<file path="src/rtl/psum_drain_collector_if.sv">
// Handshake bundle between the PE column output, the drain collector and the writeback path.
// Signal names keep their collector-side i_/o_ prefixes so both ends read the same.
interface psum_drain_collector_if #(
  parameter int BW2 = 16,
  parameter int OW  = 16,
  parameter int CW  = 3
);
  logic                  i_valid;
  logic signed [BW2-1:0] i_psum;
  logic                  o_in_ready;
  logic                  i_clear;
  logic                  o_valid;
  logic signed [OW-1:0]  o_data;
  logic                  i_ready;
  logic [CW-1:0]         o_count;
  logic                  o_sat;

  modport slave (
    input  i_valid, i_psum, i_clear, i_ready,
    output o_in_ready, o_valid, o_data, o_count, o_sat
  );

  modport master (
    output i_valid, i_psum, i_clear, i_ready,
    input  o_in_ready, o_valid, o_data, o_count, o_sat
  );
endinterface

</file>
<file path="src/rtl/psum_drain_collector.sv">
// Accumulates K psum beats per result, saturates to OW bits and queues results in a small FIFO.
// Optional macro DRAIN_ROUND_SHIFT_EN adds a round-half-up arithmetic right shift by SHIFT before saturation.
module psum_drain_collector #(
  parameter int BW2   = 16,
  parameter int AW    = 24,
  parameter int OW    = 16,
  parameter int K     = 4,
  parameter int DEPTH = 4,
  parameter int SHIFT = 2
) (
  input  logic                    i_clk,
  input  logic                    i_rst,
  psum_drain_collector_if.slave   bus
);
  localparam int CNT_W = (K > 1) ? $clog2(K) : 1;
  localparam int PW    = $clog2(DEPTH);
  localparam int CW    = $clog2(DEPTH + 1);
`ifdef DRAIN_ROUND_SHIFT_EN
  localparam int RW    = AW + 1;
  localparam int RND   = (SHIFT == 0) ? 0 : (1 << ((SHIFT == 0) ? 0 : SHIFT - 1));
`else
  localparam int RW    = AW;
`endif
  localparam logic signed [RW-1:0] SAT_MAX = {{(RW-OW+1){1'b0}}, {(OW-1){1'b1}}};
  localparam logic signed [RW-1:0] SAT_MIN = ~SAT_MAX;

  if (K < 1)                              begin : g_bad_k     $error("K must be >= 1");                       end
  if (DEPTH < 2 || (DEPTH & (DEPTH-1)) != 0) begin : g_bad_depth $error("DEPTH must be a power of two >= 2"); end
  if (AW < BW2 + $clog2(K) || AW < OW)    begin : g_bad_aw    $error("AW too narrow");                        end
  if (SHIFT < 0)                          begin : g_bad_shift $error("SHIFT must be >= 0");                   end

  logic [CNT_W-1:0]     cnt;
  logic signed [AW-1:0] acc;
  logic [PW-1:0]        wr_ptr, rd_ptr;
  logic [CW-1:0]        count;
  logic                 sat;
  logic signed [OW-1:0] mem [DEPTH];

  logic                 full, in_ready, accept, last, push, pop;
  logic [CNT_W-1:0]     base_cnt;
  logic signed [AW-1:0] psum_ext, acc_base, acc_sum;
  logic signed [RW-1:0] res;
  logic signed [OW-1:0] sat_val;
  logic                 clamped;

  // A clear in the same cycle as a beat makes that beat the first of a fresh group.
  assign base_cnt = bus.i_clear ? '0 : cnt;
  assign last     = (base_cnt == CNT_W'(K - 1));
  assign full     = (count == CW'(DEPTH));
  assign in_ready = !((cnt == CNT_W'(K - 1)) && full);
  assign accept   = bus.i_valid && in_ready;
  assign push     = accept && last;
  assign pop      = (count != '0) && bus.i_ready;

  assign psum_ext = {{(AW-BW2){bus.i_psum[BW2-1]}}, bus.i_psum};
  assign acc_base = (base_cnt == '0) ? '0 : acc;
  assign acc_sum  = acc_base + psum_ext;

`ifdef DRAIN_ROUND_SHIFT_EN
  logic signed [RW-1:0] rounded;
  // One guard bit keeps the rounding add from wrapping at the top of the accumulator range.
  assign rounded = {acc_sum[AW-1], acc_sum} + RW'(RND);
  assign res     = rounded >>> SHIFT;
`else
  assign res     = acc_sum;
`endif

  always_comb begin
    clamped = 1'b1;
    sat_val = res[OW-1:0];
    if (res > SAT_MAX)      sat_val = SAT_MAX[OW-1:0];
    else if (res < SAT_MIN) sat_val = SAT_MIN[OW-1:0];
    else                    clamped = 1'b0;
  end

  // NOTE: sequential state uses non-blocking assignments so every register samples pre-edge values.
  always_ff @(posedge i_clk or posedge i_rst) begin
    if (i_rst) begin
      cnt    <= '0;
      acc    <= '0;
      wr_ptr <= '0;
      rd_ptr <= '0;
      count  <= '0;
      sat    <= 1'b0;
    end else begin
      if (accept) begin
        acc <= acc_sum;
        cnt <= last ? '0 : base_cnt + CNT_W'(1);
      end else if (bus.i_clear) begin
        cnt <= '0;
      end
      if (push) begin
        wr_ptr <= wr_ptr + PW'(1);
        if (clamped) sat <= 1'b1;
      end
      if (pop) rd_ptr <= rd_ptr + PW'(1);
      case ({push, pop})
        2'b10:   count <= count + CW'(1);
        2'b01:   count <= count - CW'(1);
        default: count <= count;
      endcase
    end
  end

  // NOTE: result storage is not reset; o_data is forced to zero whenever the FIFO is empty.
  always_ff @(posedge i_clk) begin
    if (push) mem[wr_ptr] <= sat_val;
  end

  assign bus.o_in_ready = in_ready;
  assign bus.o_valid    = (count != '0);
  assign bus.o_data     = (count != '0) ? mem[rd_ptr] : '0;
  assign bus.o_count    = count;
  assign bus.o_sat      = sat;
endmodule

</file>
<file path="src/flat_wrapper.sv">
// flat-port wrapper written by rule: the top's interface ports become plain ports
module psum_drain_collector_flat 
#(
  parameter int BW2   = 16,
  parameter int AW    = 24,
  parameter int OW    = 16,
  parameter int K     = 4,
  parameter int DEPTH = 4,
  parameter int SHIFT = 2
)
  (i_clk, i_rst, bus_i_valid, bus_i_psum, bus_i_clear, bus_i_ready, bus_o_in_ready, bus_o_valid, bus_o_data, bus_o_count, bus_o_sat);
  psum_drain_collector_if #(.BW2(BW2), .OW(OW), .CW(($clog2(DEPTH + 1)))) bus_i ();
  input  logic i_clk;
  input  logic i_rst;
  input wire logic [$bits(bus_i.i_valid)-1:0] bus_i_valid;
  input wire logic [$bits(bus_i.i_psum)-1:0] bus_i_psum;
  input wire logic [$bits(bus_i.i_clear)-1:0] bus_i_clear;
  input wire logic [$bits(bus_i.i_ready)-1:0] bus_i_ready;
  output wire logic [$bits(bus_i.o_in_ready)-1:0] bus_o_in_ready;
  output wire logic [$bits(bus_i.o_valid)-1:0] bus_o_valid;
  output wire logic [$bits(bus_i.o_data)-1:0] bus_o_data;
  output wire logic [$bits(bus_i.o_count)-1:0] bus_o_count;
  output wire logic [$bits(bus_i.o_sat)-1:0] bus_o_sat;
  assign bus_i.i_valid = bus_i_valid;
  assign bus_i.i_psum = bus_i_psum;
  assign bus_i.i_clear = bus_i_clear;
  assign bus_i.i_ready = bus_i_ready;
  assign bus_o_in_ready = bus_i.o_in_ready;
  assign bus_o_valid = bus_i.o_valid;
  assign bus_o_data = bus_i.o_data;
  assign bus_o_count = bus_i.o_count;
  assign bus_o_sat = bus_i.o_sat;
  psum_drain_collector #(.BW2(BW2), .AW(AW), .OW(OW), .K(K), .DEPTH(DEPTH), .SHIFT(SHIFT)) u_core (.i_clk(i_clk), .i_rst(i_rst), .bus(bus_i));
endmodule
</file>
<file path="config.mk">
export PLATFORM = sky130hd
export DESIGN_NAME = psum_drain_collector_flat
export DESIGN_NICKNAME = d
export VERILOG_FILES = /design/src/rtl/psum_drain_collector_if.sv /design/src/rtl/psum_drain_collector.sv /design/src/flat_wrapper.sv
export SDC_FILE = /design/constraint.sdc
export NUM_CORES = 1
export LEC_CHECK = 0
export ABC_AREA = 1
export CAP_MARGIN = 20
export CORE_MARGIN = 1.5
export CORE_UTILIZATION = 35
export CTS_BUF_LIST = sky130_fd_sc_hd__clkbuf_16
export CTS_CLUSTER_SIZE = 20
export DETAILED_ROUTE_END_ITERATION = 8
export DONT_BUFFER_PORTS = 1
export GPL_TIMING_DRIVEN = 0
export PLACE_DENSITY_LB_ADDON = 0.3
export SLEW_MARGIN = 20
export SYNTH_ARGS = -nofsm -noshare
export SYNTH_HDL_FRONTEND = slang
export SYNTH_SLANG_ARGS = --single-unit
</file>
<file path="constraint.sdc">
create_clock -name i_clk -period 3.4 [get_ports i_clk]
set_clock_uncertainty 0.15 [all_clocks]
set_input_delay 0.51 -clock i_clk [delete_from_list [all_inputs] [get_ports i_clk]]
set_output_delay 0.51 -clock i_clk [all_outputs]
set_load 0.005 [all_outputs]
</file>
# Word-level counts from Yosys, hierarchy flattened
# Memory sizes are Yosys's and may differ from the RTL's.
# Cells that the tools add are included.
totals:
  regBits: 34
  latchBits: 0
  ramBits: 64
  rom_bits: 0
  input_bits: 21
  out_inout_bits: 22
  wordCells: 41
  memories: 1
op_classes:
  add_sub_neg: 6
  multipliers: 0
  div_mod_pow: 0
  n_lt_le_gt_ge: 2
  n_eq_ne: 5
  shifts: 0
  n_mux: 12
  bitwise_logic: 0
  n_reduce_logical: 9
memory_table:
  columns: ["name", "words", "word_bits", "rd", "rd_ports_with_merged_regs", "wr", "line_no", "text"]
  rows:
  - ["u_core.mem", 4, 16, 1, 0, 1, "psum_drain_collector.sv:37", "logic signed [OW-1:0] mem [DEPTH];"]
ops:
  columns: ["operator", "count"]
  rows:
  - ["two-way mux 16 bit", 3]
  - ["adder 24 x 16 -> 24 bit", 1]
  - ["greater-than comparator 24 x 16 -> 1 bit (second input constant)", 1]
  - ["< comparator 24 x 16 -> 1 bit (second input constant)", 1]
  - ["two-way mux 24 bit", 1]
  - ["adder 2 x 1 -> 2 bit (second input constant)", 3]
  - ["== test 2 bit (second input constant)", 3]
  - ["two-way mux 2 bit", 3]
  - ["case mux 3 bit (2 select lines)", 1]
  - ["logical AND 1 bit", 4]
  - ["two-way mux 1 bit", 4]
  - ["adder 3 x 1 -> 3 bit (second input constant)", 1]
  - ["== test 3 bit (second input constant)", 1]
  - ["nonzero test 3 bit", 1]
  - ["subtractor 3 x 1 -> 3 bit (second input constant)", 1]
  - ["== test 2 x 1 -> 1 bit (second input constant)", 1]
  - ["zero test 2 bit", 1]
  - ["AND reduction 2 bit", 1]
  - ["nonzero test 2 bit", 1]
  - ["zero test 1 bit", 1]

# Depth between registers and ports, before layout
# Gate-level depths: netlist of the first run.
depth:
  word_depth: 8
  ltp_mapped: 23
  mapped_depth_nobuf: 22

# Worst setup path after synthesis of the first run
# No wires, ideal clock.
synth_timing:
  kind: "input to register"
  from: "input port bus_i_clear"
  to: "memory u_core.mem[0][10], data pin"
  setup_time_ns: 0.265
  t_arrival_ns: 2.967
  t_required_ns: 2.985
  path_slack_ns: 0.017
  path_stages: 19
  path_buffers: 2
  path_cell_list: "inv_1 nand2_1 ha_1 clkbuf_1 nor2_1 ha_1 fa_1 nand2_1 nand2_1 nand2_1 nand3b_2 nand4_1 nand2_1 nand2_1 nor2_1 nand3_1 nand2_4 buf_6 nand2_1"
synth_between:
  elab_chain_cells: 7
  word_cells_on_any_way: 8
  classes_between: "add/sub: 1; order compare: 2; mux: 4; reduce/logical: 1"
synth_rtl:
  columns: ["element", "line_no", "text"]
  rows:
  - ["from (decl)", "flat_wrapper.sv:17", "input wire logic [$bits(bus_i.i_clear)-1:0] bus_i_clear;"]
  - ["two-way mux 2 bit *", null, null]
  - ["zero test 2 bit *", "psum_drain_collector.sv:56", "assign acc_base = (base_cnt == '0) ? '0 : acc;"]
  - ["two-way mux 24 bit *", "psum_drain_collector.sv:56", null]
  - ["adder 24 x 16 -> 24 bit *", "psum_drain_collector.sv:57", "assign acc_sum = acc_base + psum_ext;"]
  - ["< comparator 24 x 16 -> 1 bit", "psum_drain_collector.sv:72", "else if (res < SAT_MIN) sat_val = SAT_MIN[OW-1:0];"]
  - ["two-way mux 16 bit", "psum_drain_collector.sv:72", null]
  - ["two-way mux 16 bit *", "psum_drain_collector.sv:71", "if (res > SAT_MAX) sat_val = SAT_MAX[OW-1:0];"]
  - ["net u_core.sat_val[10]", "psum_drain_collector.sv:43", "logic signed [OW-1:0] sat_val;"]
  - ["to (decl)", "psum_drain_collector.sv:37", null]
# The timed path passes the listed nets; every way through them passes the cells marked *.

# Worst setup path in the final report of the first run
layout_timing:
  from: "register u_core.cnt[1]"
  to: "memory u_core.mem[0][0], data pin"
layout_between:
  elab_chain_cells: 7
  word_cells_on_any_way: 8
  classes_between: "add/sub: 1; order compare: 2; mux: 4; reduce/logical: 1"
layout_rtl:
  columns: ["element", "line_no", "text"]
  rows:
  - ["from (decl)", "psum_drain_collector.sv:32", "logic [CNT_W-1:0] cnt;"]
  - ["from (signal assigned)", "psum_drain_collector.sv:88", "cnt <= last ? '0 : base_cnt + CNT_W'(1);"]
  - ["two-way mux 2 bit *", null, null]
  - ["zero test 2 bit *", "psum_drain_collector.sv:56", null]
  - ["two-way mux 24 bit *", "psum_drain_collector.sv:56", null]
  - ["adder 24 x 16 -> 24 bit *", "psum_drain_collector.sv:57", null]
  - ["< comparator 24 x 16 -> 1 bit", "psum_drain_collector.sv:72", null]
  - ["two-way mux 16 bit", "psum_drain_collector.sv:72", null]
  - ["two-way mux 16 bit *", "psum_drain_collector.sv:71", null]
  - ["net u_core.sat_val[0]", "psum_drain_collector.sv:43", null]
# Marks and branches as above.

==> metrics.md, run 1 <==
| Metric | Value |
|---|---|
| Num CTS Buffers | `9` |
| Yosys top cell by area | `edfxtp_1` |
| Setup crit start | `u_core.cnt[1]` |
| Cell mode on critical path | `nand2_1` |
| FMAX | `between 300 and 400 MHz` |
| # H-tree levels | `3` |
| R2R cell count | `18` |
| Seq/Total Area, Yosys | `about 46%` |
| Final Hold Viols | `0` |
| Avg Cell Area, Syn | `about 8.0 um2` |
| Outcome | `completed` |
| Vias | `around 4.7k` |
| Post-synth EDFFs | `between 60 and 70` |
| Area Growth Syn to Fin | `16.6%` |
| Worst-case headroom to the max-slew limit | `a little over two fifths` |
| Number of distinct library cells after synthesis | `34` |
| Die extent in y | `between 100 and 150 um` |
| Crit path max fanout | `10` |
| Hold Crit Start | `bus_i_clear` |
| R2r setup slk | `between 0.15 and 0.2 ns` |
| Pleak | `between 3 and 4 nW` |
| CP cell instances | `nand2_2 > ha_4 > clkbuf_16 > nor2_1 > ha_2 > fa_2 > buf_4 > nand3_1 > nand3_2 > nand2_1 > nand3b_1 > nand2_1 > nand2_1 > nor2_1 > nand3_2 > nand2_4 > buf_4 > nand2_1` |
| Syn Inst Count | `749` |
| Post-synthesis mux area share | `0%` |
| CP max-delay cell | `dfrtp_1` |
| Port Buffers | `0` |
| Worst ir drop on vdd | `between 0.2 and 0.3 mV` |
| Crit. End Element | `flip-flop` |
| Root buf cell | `clkbuf_16` |
| Seq cells post-synth | `just under 100` |
| Pins over their slew limit | `0` |
| Worst min-delay path class | `in -> reg` |
| Initial Util | `36.0%` |
| Synth Area in Simple Gates | `26.7%` |
| CTS Sinks | `98` |
| Post-synthesis compound-gate area fraction | `between 9 and 10%` |
| Pwr dens | `698 mW/mm2` |
| Critical Path Max Stage Delay | `around 0.4 ns` |
| Proportion of layout cells with a drive suffix above 1 | `between 10% and 20%` |
| RR Endpoint | `u_core.mem[0][0]` |
| WHS Path Cells | `3` |
| CP bufs+invs | `3` |
| Clk buf depth | `2` |
| Grt ovf | `0` |
| Top cells by count, synth | `nand2_1, nor2_1, inv_1, edfxtp_1, o21ai_0` |
| Share of the synthesized area in the top cell type | `32.1%` |
| CP Class | `reg -> reg` |
| Die area | `0.0179 mm2` |
| Total GRT Usage | `roughly 17%` |
| Ys Warns | `0` |
| Ys flop type | `edfxtp_1` |
| Number of global-route vias before repair | `4510` |
| Core area | `approximately 0.017 mm2` |
| TritonCTS clock tree | `built` |
| Largest cells by area after synthesis | `edfxtp_1, dfrtp_1, nand2_1` |
| Pin count of the biggest net entering global routing | `23` |
| Drt first-iter violations | `249` |
| Synthesized Nets | `roughly 800` |
| # rows | `47` |
| Endpoints failing setup | `0` |
| Clk Latency, worst-skew pair | `roughly 0.36 ns` |
| Largest family of logic cells by synthesized area | `simple AND/OR/NAND/NOR gates` |
| Max-Cap Viols | `0` |
| CP top delay family | `simple AND/OR/NAND/NOR gates` |
| Crit start category | `flip-flop` |
| Utilization after layout | `a little over two fifths` |
| Cell Area, Synth | `roughly 0.0060 mm2` |
| Hpwl dp | `about 11000 um` |
| Initial antenna violation count | `0` |
| Via density | `approximately 4.7` |
| Cell with the most instances after synthesis | `nand2_1` |
| Final WL | `14500 um` |
| Fin nets | `just over 800` |
| Die W | `134 um` |
| Post-synthesis xor/xnor area fraction | `about 2.8%` |
| Fraction of registers with async set/reset | `between 30% and 40%` |
| Fin worst setup slack | `~0.16 ns` |
| CP arrival | `3.16 ns` |
| Worst slack at placement | `-0.805 ns` |
| Period utilization | `about 95%` |
| Detail Route Antenna Nets | `0` |
| WHS Endpoint | `u_core.cnt[1]` |
| Final worst path period need | `between 3 and 4 ns` |
| DR WL/cell | `14.5 um` |
| Adder-Cell Fraction of Synth Area | `under 10%` |
| RD Place Congestion | `0.862` |
| Ports | `43` |
| Number of diodes | `0` |
| First-pass DRT Iterations | `4` |
| Reg-to-Reg Start | `u_core.cnt[1]` |
| Clock transition at path regs | `roughly 0.07 ns` |
| Slew @ Worst Pin | `between 0.8 and 0.9 ns` |
| Critical Path RT | `3.33 ns` |
| First-pass GRT wire length | `23200 um` |
| Drc violations | `0` |
report_power, final:
part / switching (W) / total [W] / internal, W
Clock: 0.000481 / 0.00114 / 0.000659
Sequential: 0.0000696 / 0.00160 / 0.00153
Combinational: 0.00142 / 0.00213 / 0.000711
worst max-delay path by stage:
stage                         to  slack [ns]  cells after the start
3_3_place_gp    u_core.mem[0][5]       -0.79                     19
2_1_floorplan  u_core.mem[0][10]        0.02                     19
5_1_grt        u_core.mem[3][13]       -0.03                     18
6_report        u_core.mem[0][0]        0.16                     18
4_1_cts        u_core.mem[3][10]        0.01                     19
3_5_place_dp    u_core.mem[1][9]       -0.80                     19
worst min-delay path: cells and delay by family:
family,cells,cell delay (ns)
buffers and inverters,1,0.04
AO/OA/AOI/OAI,1,0.08
AND/OR/NAND/NOR,1,0.09
state kept, by name, indices dropped and copies added, names as in the netlist:
| signal | flops |
|---|---|
| u_core.rd_ptr | 2 |
| u_core.wr_ptr | 2 |
| u_core.bus.o_sat | 1 |
| u_core.bus.o_count | 3 |
| u_core.cnt | 2 |
| u_core.mem | 64 |
| u_core.acc | 24 |
cell usage in the layout (no fill, tap or decap), types with 4 or more instances in the layout:
cell,netlist,final
ha_1,30,21
inv_2,6,7
a21oi_1,37,33
o21ai_0,63,62
inv_1,100,99
nand2_2,22,36
nor2_1,117,109
dfrtp_1,34,34
nand4_1,8,8
ha_2,0,4
edfxtp_1,64,64
xor2_1,13,13
clkbuf_1,17,15
nand2_1,180,165
nand3_2,6,11
xnor2_1,6,6
ha_4,0,5
nor2_2,8,15
buf_4,0,11
a21oi_2,1,5
nand3_1,17,12
clkbuf_16,0,10
layer usage:
metal	track usage (%)	vias to the layer above	share of wire, %
met2	29.7	78	50
met3	2.91	10	3.1
met1	21.3	2208	45
met5	0	-	0
met4	4.17	0	1.0
li1	-	2436	-
area by class of cell:
class,instances,area (um2)
well taps,220,275
flip-flops and latches,98,2770
multi-input cells,525,2910
inverters,106,398
clock buffers,9,225
repair buffers,16,154
fillers,1658,9660
clock inverters,7,108
plain buffers,20,139
through the flow:
stage / std cells / TNS, ns / hold slack, ns / total power (W) / area [um2]
2_1_floorplan: 749 / 0 / 0.303 / 0.00309 / 5990
3_3_place_gp: 969 / -57.09 / 0.320 / 0.00358 / 6260
3_5_place_dp: 973 / -45.99 / 0.240 / 0.00362 / 6340
4_1_cts: 997 / 0 / 0.263 / 0.00483 / 6810
5_1_grt: 1001 / -0.457 / 0.288 / 0.00523 / 6990
6_report: 1001 / 0 / 0.281 / 0.00488 / 6990
cells by family (layout without fill, tap and decap cells):
logic type / after synthesis / count (layout)
AO/OA/AOI/OAI: 105 / 105
XOR/XNOR: 19 / 19
buffers and inverters: 126 / 158
adder cells (fa/ha/maj): 32 / 32
flip-flops: 98 / 98
AND/OR/NAND/NOR: 369 / 369
timing repair:
action,CTS,global route
gates resized for setup,21,34
endpoints found under the hold margin,12,0
pin swaps,6,13
setup buffers,7,4
setup endpoints to repair,62,61
hold buffers,1,0
Note: power is estimated with default switching activity, not from simulation.
==> inputs of run 2 (changes only) <==
RECOVER_POWER = 50   (was not set)
==> run 2 against run 1 <==
Flip-flop and latch count is the same. Critical path depth stayed put. Clock-buffer cell count unchanged. First-iteration DRC count up 2.0%. Sequential power barely moved. Fmax hardly changed. Setup slack worse by 0.0015 ns. Final cell count did not move. Non-clock buffer count did not move. Sequential share of layout area grew 0.093 points. Largest cell class unchanged.
==> metrics.md, run 2 (synthesis gave the netlist of run 1 again) <==
| Metric | Value |
|---|---|
| Num CTS Buffers | `9 (unchanged)` |
| R2R cell count | `18 (unchanged)` |
| Endpoints failing setup | `0 (unchanged)` |
| WHS Endpoint | `u_core.cnt[1]` |
| Cell mode on critical path | `nand2_1` |
| Root buf cell | `clkbuf_16` |
| Area of the multi-input gates | `0.00291 mm2 (unchanged)` |
| Area Growth Syn to Fin | `16.4%` |
| Final WL | `14500 um (+0.12%)` |
| Crit. End Element | `flip-flop` |
| Commonest cells after routing, fill and taps aside | `nand2_1, nor2_1, inv_1` |
| Biggest register | `u_core.mem` |
| Reg-to-Reg Start | `u_core.cnt[1]` |
| Pins over their slew limit | `0 (unchanged)` |
| CP max-delay cell | `dfrtp_1` |
| Number of diodes | `0 (unchanged)` |
| Max FFs per register | `64 (unchanged)` |
| Crit start category | `flip-flop` |
| Initial antenna violation count | `0 (unchanged)` |
| Vias | `4735 (+0.063%)` |
| Final worst path period need | `3.24 ns (+0.00152 ns)` |
| DP Area | `0.00634 mm2 (unchanged)` |
| # H-tree levels | `3 (unchanged)` |
| Worst slack at placement | `-0.805 ns (unchanged)` |
| Die W | `134 um (unchanged)` |
| Critical Path RT | `3.34 ns (about the same)` |
| Tot Pwr | `0.00487 W (about the same)` |
| TritonCTS clock tree | `built` |
| Slew @ Worst Pin | `1.32 ns (+0.470 ns)` |
| Most common cell after layout, fill and taps aside | `nand2_1` |
| Clk Latency, worst-skew pair | `0.36 ns (about the same)` |
| Proportion of layout cells with a drive suffix above 1 | `16.4% (-0.26 points)` |
| Worst min-delay path class | `in -> reg` |
| Fin nets | `829 (unchanged)` |
| Hold_ws | `0.280 ns (-0.00107 ns)` |
| RD Place Congestion | `0.862 (unchanged)` |
| Pwr dens | `699 mW/mm2 (+0.17%)` |
| Number of global-route vias before repair | `4510 (unchanged)` |
| Hpwl dp | `11000 um (unchanged)` |
| Worst ir drop on vdd | `0.264 mV (+0.49%)` |
| Crit path max fanout | `10 (unchanged)` |
| DR WL/cell | `14.5 um (+0.12%)` |
| CP cell instances | `nand2_2 > ha_4 > clkbuf_16 > nor2_1 > ha_2 > fa_2 > buf_4 > nand3_1 > nand3_2 > nand2_1 > nand3b_1 > nand2_1 > nand2_1 > nor2_1 > nand3_2 > nand2_4 > buf_12 > nand2_1` |
| Grt ovf | `0 (unchanged)` |
| WHS Path Cells | `3 (unchanged)` |
| # rows | `47 (unchanged)` |
| Setup_tns | `0 ns (unchanged)` |
| CTS Sinks | `98 (unchanged)` |
| Setup crit start | `u_core.cnt[1]` |
| Via density | `4.73 (about the same)` |
| Outcome | `completed` |
| Die area | `0.0179 mm2 (unchanged)` |
| FF/Latch Area | `0.00277 mm2 (unchanged)` |
| Die extent in y | `134 um (unchanged)` |
| Period utilization | `95.2% (about the same)` |
| Ports | `43 (unchanged)` |
| Pin count of the biggest net entering global routing | `23 (unchanged)` |
| Worst-case headroom to the max-slew limit | `12.1% (-31 points)` |
| Total GRT Usage | `16.8% (unchanged)` |
| Pleak | `3.13 nW (-0.23%)` |
| Core area | `0.0166 mm2 (unchanged)` |
| RR Endpoint | `u_core.mem[0][13]` |
| Critical Path Max Stage Delay | `0.40 ns (about the same)` |
| CP bufs+invs | `3 (unchanged)` |
| First-pass DRT Iterations | `4 (unchanged)` |
| Drt first-iter violations | `254 (+2.0%)` |
| CP arrival | `3.18 ns (+0.02 ns)` |
| Fin worst setup slack | `0.163 ns (-0.00151 ns)` |
| FMAX | `309 MHz (about the same)` |
| Hold Crit Start | `bus_i_clear` |
| CP top delay family | `simple AND/OR/NAND/NOR gates` |
| First-pass GRT wire length | `23200 um (unchanged)` |
| Final Hold Viols | `0 (unchanged)` |
| Clock transition at path regs | `0.07 ns (about the same)` |
| Drc violations | `0 (unchanged)` |
| Port Buffers | `0 (unchanged)` |
| Post-route cell area | `0.00697 mm2 (-0.23%)` |
| Clk buf depth | `2 (unchanged)` |
| Initial Util | `36.0% (unchanged)` |
| Detail Route Antenna Nets | `0 (unchanged)` |
| Max-Cap Viols | `0 (unchanged)` |
| Fill cell count | `1661 (+0.18%)` |
| CP Class | `reg -> reg` |
| R2r setup slk | `0.16 ns (about the same)` |
-- run 2: changes by cell type in the layout (fill, tap and decap cells not counted), sizes merged --
cell / delta
buf: -2
clkbuf: +2
-- run 2: worst min-delay path, delay by kind of cell --
family / cells / cell delay (ns)
simple gates: 1 / 0.09
buf+inv: 1 / 0.04
compound gates: 1 / 0.08
-- run 2: how the worst max path moves through the flow --
stage                         to  cells after the start
2_1_floorplan  u_core.mem[0][10]                     19
3_3_place_gp    u_core.mem[0][5]                     19
3_5_place_dp    u_core.mem[1][9]                     19
4_1_cts        u_core.mem[3][10]                     19
5_1_grt        u_core.mem[3][13]                     18
6_report       u_core.mem[0][13]                     18
-- run 2: repair_timing --
action	in CTS	in global routing
hold buffers	1	0
resized for setup	21	34
buffers inserted	7	4
endpoints found under the setup margin	62	61
endpoints found under the hold margin	12	0
pin swaps	6	13
-- run 2: cell type report --
type	instances	share of cell area (%)
buffer	20	1.99
sequential	98	39.8
clock buffer	9	3.23
inverter	106	5.71
multi-input combinational	525	41.8
tap	220	3.95
timing repair buffer	16	1.97
clock inverter	7	1.54
-- run 2: report_power, final --
part | switching [W] | total, W | leakage, nW | internal [W]
sequential | 0.0000696 | 0.00160 | 0.977 | 0.00153
clock | 0.000480 | 0.00114 | 0.160 | 0.000659
combinational | 0.00142 | 0.00213 | 1.99 | 0.000709
-- run 2: stage by stage --
stage | util, % | cells
after detailed placement | 38.1 | 973
after global routing | 41.9 | 1001
after global placement | 37.6 | 969
final | 41.9 | 1001
after CTS | 40.9 | 997
after floorplan | - | 749
-- run 2: layer usage --
| metal | up-vias | wire length, um | share of wire (%) | global-route usage [%] |
|---|---|---|---|---|
| li1 | 2437 | - | - | - |
| met1 | 2202 | 6590 | 45 | 21.3 |
| met2 | 84 | 7250 | 50 | 29.7 |
| met3 | 12 | 488 | 3.4 | 2.91 |
| met4 | 0 | 163 | 1.1 | 4.17 |
| met5 | - | 0 | 0 | 0 |
